### src/rtl/fpu_pkg.sv
// Shared FPU constants, slot record layout and latency helpers used by dest tracking and forwarding.
package fpu_pkg;

  localparam int unsigned FPU_STAGES = 6;
  localparam int unsigned FPU_REG_W  = 5;
  localparam int unsigned FPU_LAT_W  = 3;
  localparam int unsigned FPU_CNT_W  = 3;

  typedef struct packed {
    logic                 valid;
    logic [FPU_REG_W-1:0] rd;
    logic [FPU_LAT_W-1:0] rem;
  } fpu_slot_t;

  // Remaining-latency decrement, saturating at zero.
  function automatic logic [FPU_LAT_W-1:0] fpu_rem_dec(input logic [FPU_LAT_W-1:0] rem);
    return (rem == '0) ? '0 : rem - FPU_LAT_W'(1);
  endfunction

  // Slot-1 rem for an issued op: latency clamped to 1..FPU_STAGES, minus the issue move.
  function automatic logic [FPU_LAT_W-1:0] fpu_issue_rem(input logic [FPU_LAT_W-1:0] lat);
    if (lat == '0) return '0;
    if (lat > FPU_LAT_W'(FPU_STAGES)) return FPU_LAT_W'(FPU_STAGES - 1);
    return lat - FPU_LAT_W'(1);
  endfunction

endpackage

### src/rtl/fpu_dest_slot.sv
// One tracking slot: reset/clear, hold, or load with optional saturating rem decrement.
module fpu_dest_slot
  import fpu_pkg::*;
#(
  parameter bit DEC_ON_LOAD = 1'b1
) (
  input  logic      clk,
  input  logic      rst,
  input  logic      clear,
  input  logic      load,
  input  fpu_slot_t d,
  output fpu_slot_t q
);

  always_ff @(posedge clk) begin
    if (rst || clear) begin
      q <= '0;
    end else if (load) begin
      q.valid <= d.valid;
      q.rd    <= d.rd;
      q.rem   <= DEC_ON_LOAD ? fpu_rem_dec(d.rem) : d.rem;
    end
  end

endmodule

### src/rtl/fpu_dest_track.sv
// Destination-tag tracker for FPU ops across the six post-issue stages.
// Optional stall statistics counter enabled by defining FPU_DEST_STATS_EN.
module fpu_dest_track
  import fpu_pkg::*;
(
  input  logic                 clk,
  input  logic                 rst,
  input  logic                 issue_valid,
  input  logic [FPU_REG_W-1:0] issue_rd,
  input  logic [FPU_LAT_W-1:0] issue_lat,
  input  logic                 pipe_stall,
  input  logic                 flush,
  output logic [FPU_REG_W-1:0] rdi_buf_1,
  output logic [FPU_REG_W-1:0] rdi_buf_2,
  output logic [FPU_REG_W-1:0] rdi_buf_3,
  output logic [FPU_REG_W-1:0] rdi_buf_4,
  output logic [FPU_REG_W-1:0] rdi_buf_5,
  output logic [FPU_REG_W-1:0] rdi_buf_6,
  output logic                 legal_1,
  output logic                 legal_2,
  output logic                 legal_3,
  output logic                 legal_4,
  output logic                 legal_5,
  output logic                 legal_6,
  output logic                 busy_1,
  output logic                 busy_2,
  output logic                 busy_3,
  output logic                 busy_4,
  output logic                 busy_5,
  output logic                 busy_6,
  output logic                 wb_valid,
  output logic [FPU_REG_W-1:0] wb_rd,
  output logic [FPU_CNT_W-1:0] inflight_cnt,
  output logic [31:0]          stat_stall_cnt
);

  localparam int unsigned LAST = FPU_STAGES - 1;

  fpu_slot_t                  slot_q [FPU_STAGES];
  fpu_slot_t                  slot_d [FPU_STAGES];
  logic                       advance;
  logic                       retire_c;
  logic [FPU_STAGES-1:0]      nxt_valid;
  logic [FPU_CNT_W-1:0]       nxt_cnt;
  logic [FPU_STAGES-1:0]      legal_v;
  logic [FPU_STAGES-1:0]      busy_v;

  // Flush overrides stall; both suppress the shift.
  assign advance = !pipe_stall && !flush;

  always_comb begin
    slot_d[0].valid = issue_valid;
    slot_d[0].rd    = issue_rd;
    slot_d[0].rem   = fpu_issue_rem(issue_lat);
    for (int k = 1; k < FPU_STAGES; k++) begin
      slot_d[k] = slot_q[k-1];
    end
  end

  for (genvar k = 0; k < FPU_STAGES; k++) begin : g_slot
    fpu_dest_slot #(
      .DEC_ON_LOAD((k != 0) ? 1'b1 : 1'b0)
    ) u_slot (
      .clk   (clk),
      .rst   (rst),
      .clear (flush),
      .load  (advance),
      .d     (slot_d[k]),
      .q     (slot_q[k])
    );
    assign legal_v[k] = slot_q[k].valid && (slot_q[k].rem == '0);
    assign busy_v[k]  = slot_q[k].valid && (slot_q[k].rem != '0);
  end

  // Next-state valid vector mirrors the slot update so the count stays aligned.
  always_comb begin
    nxt_valid = '0;
    nxt_cnt   = '0;
    if (flush) begin
      nxt_valid = '0;
    end else if (pipe_stall) begin
      for (int k = 0; k < FPU_STAGES; k++) nxt_valid[k] = slot_q[k].valid;
    end else begin
      nxt_valid[0] = issue_valid;
      for (int k = 1; k < FPU_STAGES; k++) nxt_valid[k] = slot_q[k-1].valid;
    end
    for (int k = 0; k < FPU_STAGES; k++) nxt_cnt = nxt_cnt + FPU_CNT_W'(nxt_valid[k]);
  end

  assign retire_c = advance && slot_q[LAST].valid && (slot_q[LAST].rem == '0);

  always_ff @(posedge clk) begin
    if (rst) begin
      wb_valid     <= 1'b0;
      wb_rd        <= '0;
      inflight_cnt <= '0;
    end else begin
      wb_valid     <= retire_c;
      wb_rd        <= retire_c ? slot_q[LAST].rd : '0;
      inflight_cnt <= nxt_cnt;
    end
  end

`ifdef FPU_DEST_STATS_EN
  logic [31:0] stall_cnt_q;

  always_ff @(posedge clk) begin
    if (rst) begin
      stall_cnt_q <= '0;
    end else if (pipe_stall && (inflight_cnt != '0)) begin
      stall_cnt_q <= stall_cnt_q + 32'd1;
    end
  end

  assign stat_stall_cnt = stall_cnt_q;
`else
  assign stat_stall_cnt = 32'd0;
`endif

  assign rdi_buf_1 = slot_q[0].rd;
  assign rdi_buf_2 = slot_q[1].rd;
  assign rdi_buf_3 = slot_q[2].rd;
  assign rdi_buf_4 = slot_q[3].rd;
  assign rdi_buf_5 = slot_q[4].rd;
  assign rdi_buf_6 = slot_q[5].rd;

  assign legal_1 = legal_v[0];
  assign legal_2 = legal_v[1];
  assign legal_3 = legal_v[2];
  assign legal_4 = legal_v[3];
  assign legal_5 = legal_v[4];
  assign legal_6 = legal_v[5];

  assign busy_1 = busy_v[0];
  assign busy_2 = busy_v[1];
  assign busy_3 = busy_v[2];
  assign busy_4 = busy_v[3];
  assign busy_5 = busy_v[4];
  assign busy_6 = busy_v[5];

endmodule
### config.mk
export PLATFORM = sky130hd
export DESIGN_NAME = fpu_dest_track
export DESIGN_NICKNAME = d
export VERILOG_FILES = /design/src/rtl/fpu_pkg.sv /design/src/rtl/fpu_dest_slot.sv /design/src/rtl/fpu_dest_track.sv
export SDC_FILE = /design/constraint.sdc
export NUM_CORES = 1
export LEC_CHECK = 0
export ABC_CLOCK_PERIOD_IN_PS = 5320
export CORE_MARGIN = 5
export CORE_UTILIZATION = 40
export CTS_BUF_LIST = sky130_fd_sc_hd__clkbuf_2 sky130_fd_sc_hd__clkbuf_4 sky130_fd_sc_hd__clkbuf_8
export DETAILED_ROUTE_END_ITERATION = 16
export GPL_TIMING_DRIVEN = 1
export PLACE_DENSITY = 0.71
export RECOVER_POWER = 100
export SYNTH_ARGS = -nofsm -noshare
export SYNTH_HDL_FRONTEND = slang
export SYNTH_SLANG_ARGS = --single-unit
### constraint.sdc
create_clock -name clk -period 5.32 [get_ports clk]
set_input_delay 0.798 -clock clk [delete_from_list [all_inputs] [get_ports clk]]
set_output_delay 0.798 -clock clk [all_outputs]
set_load 0.005 [all_outputs]
# Word level (Yosys, flattened, before mapping)

Cells that the tools add are included.

Bits in latches: 0
Bits in registers: 63
RAM bits: 0
Memories kept: 0
Input bits: 13
Bits in read-only memories: 0

Muxes and demuxes: 14
Div/mod/pow operators: 0
Shifts and indexed selects: 0
Multipliers: 0
Reduce and logical (&&, ||, !) cells: 32
Equal/unequal tests: 0
$lt $le $gt $ge: 1
Bitwise logic cells: 1
Add/subtract/negate cells: 11

Operators with widths:

| cell                | number |
|---|---|
| $mux 3              | 9 |
| $logic_not 3->1     | 7 |
| $reduce_bool 3->1   | 6 |
| $sub 3x1->3 const B | 6 |
| $logic_and 1x1->1   | 15 |
| $mux 6              | 2 |
| $add 3x1->3         | 3 |
| $add 2x1->3         | 1 |
| $gt 3x3->1 const B  | 1 |
| $mux 1              | 3 |
| $add 1x1->2         | 1 |
| $logic_not 1->1     | 2 |
| $reduce_or 2->1     | 1 |
| $logic_or 1x1->1    | 1 |
| $not 1->1           | 1 |

# Longest topological paths before layout

Depth after elaboration: 7
Depth in mapped cells: 11
Depth with buffers taken out: 9

# By module

Synthesis repeated with hierarchy kept, for this count alone.

Cell total of the unflattened synthesis: 319
Area, all modules: 3118.0 sq um

Modules (own cells, without submodules):

| module                                | seq. area each (sq um) | instances | cells each | area an instance (sq um) |
|---|---|---|---|---|
| fpu_dest_slot at g_slot[1].u_slot ... | 180.2                  | 5         | 38         | 380.4 |
| fpu_dest_track                        | 180.2                  | 1         | 99         | 887.1 |
| fpu_dest_slot at g_slot[0].u_slot     | 180.2                  | 1         | 30         | 329.1 |

# Worst setup path before layout

OpenSTA, ideal clock, no wires.

Kind: input -> register
From: input pipe_stall
To: register inflight_cnt[1]
Data required time: 5206 ps
Buffers on the path: 2
Stages: 11
Arrival time: 3284 ps
Slack: 1922 ps
Path through: buf_2 -> buf_2 -> mux2i_1 -> nor2_1 -> fa_1 -> inv_1 -> fa_1 -> inv_1 -> ha_1 -> fa_1 -> nor2b_1

Longest elaborated chain between the ends: 7

Ends and longest elaborated chain:

| element                  | RTL line              | RTL |
|---|---|---|
| from (decl)              | fpu_dest_track.sv:11  | `input logic pipe_stall,` |
| $mux 6 *                 | fpu_dest_track.sv:81  | `end else if (pipe_stall) begin` |
| $mux 6 *                 | fpu_dest_track.sv:79  | `if (flush) begin` |
| $add 1x1->2              | fpu_dest_track.sv:87  | `for (int k = 0; k < FPU_STAGES; k++) nxt_cnt = nxt_cnt + FPU_CNT_W'(nxt_valid[k]);` |
| $add 2x1->3              | fpu_dest_track.sv:87  |  |
| $add 3x1->3 (2 in a row) | fpu_dest_track.sv:87  |  |
| $add 3x1->3 *            | fpu_dest_track.sv:87  |  |
| via nxt_cnt[1]           | fpu_dest_track.sv:44  | `logic [FPU_CNT_W-1:0] nxt_cnt;` |
| to (signal assigned)     | fpu_dest_track.sv:100 | `inflight_cnt <= nxt_cnt;` |
| to (decl)                | fpu_dest_track.sv:33  | `output logic [FPU_CNT_W-1:0] inflight_cnt,` |

Mark *: on every way through the listed nets, which the timed path passes. The rest lies on a longest branch.
A chain may end at the register's enable or synchronous reset.

# Worst setup path in the final report

From: input rst
To: register g_slot[3].u_slot.q[5] (netlist bit)

Longest elaborated chain between the ends: 1

Ends and longest elaborated chain:

| element          | RTL line            | RTL |
|---|---|---|
| from (decl)      | fpu_dest_track.sv:7 | `input logic rst,` |
| $logic_or 1x1->1 | fpu_dest_slot.sv:16 | `if (rst \|\| clear) begin` |
| to (decl)        | fpu_dest_slot.sv:12 | `output fpu_slot_t q` |

Every way passes these cells.

==> results.txt <==
critical path class: in -> reg
number of synthesized flops with an enable pin: 0
final setup skew: 0.00416 ns
final wirelength: 5590 µm
Max Slew Vio Count: 39
failing checks: max-capacitance violations, max-slew violations
vias: 2123
Switching Fraction: 0.214
Max clock buf depth: 2
remaining antenna violation count: 0
final instance count without filler cells: 486
DRC viols: 0
synthesized area per cell: 9.22 µm²
multi-input gate area in the final layout: 0.00144 mm²
commonest cells in the synthesized netlist: dfxtp_1 (63), buf_4 (62), nor2_1 (51)
Finished Cell Area: 0.00376 mm²
Yosys top cell area share: 0.392
RSZ-0062 raised after global routing: false
Sequential Area: 0.00126 mm²
layout cells sized above 1: 0.0651
port bufs: 63
worst vdd ir: 0.000171 V
dpl cell area: 0.00353 mm²
drt first pass iters: 4
Worst Max-Slew Pin Slew: 1.56 ns
Starting Density: 0.414
clk sinks: 63
# rows: 32
vias in the first global route: 2021
Area contributors post-synth: dfxtp_1 (39%), buf_4 (14%), mux2i_1 (13%)
leak pwr: 0.00176 µW
Starting DRT DRC Count: 77
worst skew pair latency: 0.33 ns
count of cell types in the netlist: 28
Seq cells post-synth: 63
GRT overflow: 0
Main synth FF type: dfxtp_1
status: finished, violations left
max_slew headroom: -0.0393
PD cells: 272 mW/mm²
die height: 99.7 µm
M2 GR Usage: 0.198
TritonCTS clock tree: done
synthesis-to-layout area growth: 16.9%
wire per inst: 11.5 µm
post-CTS setup buffer count: 0
GRT Util Overall: 0.114
met1 global-route usage: 0.126
CTS Hold Buffers Added: 0
ANT cells: 0
power share of the clock group: 0.463
CTS Buf Count: 9
Final setup viols: 0
clock-pin slew of the registers on the worst-case setup and hold paths: 0.07 ns
DIE AREA: 0.00994 mm²
top-count cell post-synth: dfxtp_1
largest net degree at the start of global routing: 54
Final Power: 1020 µW
critical path endpoint category: register
placed insts: 470
Post-Syn Instances: 349
Resize count post-CTS: 0
clock root cell: clkbuf_8
final-layout fill cell count: 739
fin crit period: 3.43 ns
Die X-Extent: 99.7 µm
htree depth: 3
area of the core: 0.00777 mm²
Warnings, synthesis: 0
HPWL after DPL: 4000 µm
Max-Cap Viols: 1
first-pass GRT wire length: 9090 µm
Gate power share: 0.068
CP Max Fanout: 38
Ports: 96
post-synthesis sequential area ratio: 0.392
sequential power share: 0.470
Post-synth ARST share: 0
Nets: 409
Fmax achieved: 292 MHz
Via density: 4.37
NetSw: 219 µW
Final Hold Fails: 0
TNS Setup: 0 ns
Post-Synthesis Cell Area: 0.00322 mm²
GR peak layer: met2
CP required: 5.47 ns
initial antenna violation count: 0
Worst Setup Start Kind: input pin
HP Class: reg -> reg
WP data arrival: 3.58 ns
met3 Use GR: 0.0288
routability cong.: 0.819
Synth area leader: dfxtp_1
part of the cycle the worst path needs: 0.645
internal power: 805 µW
stage by stage:
step / hold WS, ns / util / worst slack, ns
5_1_grt: 0.500 / 0.484 / 1.57
3_3_place_gp: 0.471 / 0.455 / 1.82
2_1_floorplan: 0.454 / - / 1.92
6_report: 0.473 / 0.484 / 1.89
3_5_place_dp: 0.475 / 0.455 / 1.77
4_1_cts: 0.485 / 0.485 / 2.12
critical path: stages:
cell	delay (ns)
dlygate4sd3_1	0.72
or2_0	0.71
clkbuf_1	1.20
nor2_1	0.13
cell usage in the layout (no fill, tap or decap), types with 2 or more instances in the layout:
cell type         n
a21oi_1          11
a311oi_1          5
and2_0            5
and2_1            6
bufinv_16         2
clkbuf_4          2
clkbuf_8         11
clkdlybuf4s50_1  11
conb_1           32
dfxtp_1          63
dlygate4sd3_1    51
fa_1              3
ha_1             14
inv_1            16
mux2i_1          41
nand2_1          22
nor2_1           51
nor2b_1          14
nor3_1            6
or2_2             3
sequential cells by signal (all words and copies together), names as in the netlist:
name             flops
g_slot.u_slot.q     54
wb_valid             1
inflight_cnt         3
wb_rd                5
kinds of logic (layout without fill, tap and decap cells):
kind of cell / after synthesis / count (layout) / synth area share
simple gates: 112 / 112 / 0.160
buf+inv: 93 / 97 / 0.195
flops: 63 / 63 / 0.392
mux: 41 / 41 / 0.128
compound gates: 22 / 22 / 0.0506
fa+ha+maj: 17 / 17 / 0.0731
other cells: 1 / 32 / 0.00117
path summary, 6_finish.rpt:
| check | from | end | slack [ns] | cells after the start |
|---|---|---|---|---|
| worst max register to register | g_slot[0].u_slot.q[8] | inflight_cnt[1] | 2.71 | 9 |
| worst max-delay path | rst | g_slot[3].u_slot.q[5] | 1.89 | 4 |
| worst min register to register | g_slot[5].u_slot.q[3] | wb_rd[0] | 0.47 | 1 |
| worst min-delay path | g_slot[5].u_slot.q[3] | wb_rd[0] | 0.47 | 1 |
power by group through the flow:
stage | combinational [µW] | sequential [µW] | clock, µW
6_report | 69.5 | 481 | 474
5_1_grt | 77.7 | 481 | 506
4_1_cts | 71.4 | 481 | 484
3_5_place_dp | 70.8 | 492 | 0
3_3_place_gp | 69.3 | 491 | 0
2_1_floorplan | 71.4 | 491 | 0
area by class of cell:
class,instances,area share
Multi-Input combinational cell,224,0.384
Sequential cell,63,0.335
Timing Repair Buffer,65,0.169
Clock buffer,13,0.0442
Tap cell,102,0.0339
Clock inverter,3,0.0173
Inverter,16,0.0160
per-layer routing:
layer	wire length, µm	share of wire
met5	0	0
met1	2360	0.42
met4	112	0.020
met2	2820	0.50
met3	301	0.054
(Power assumes the default switching activity.)
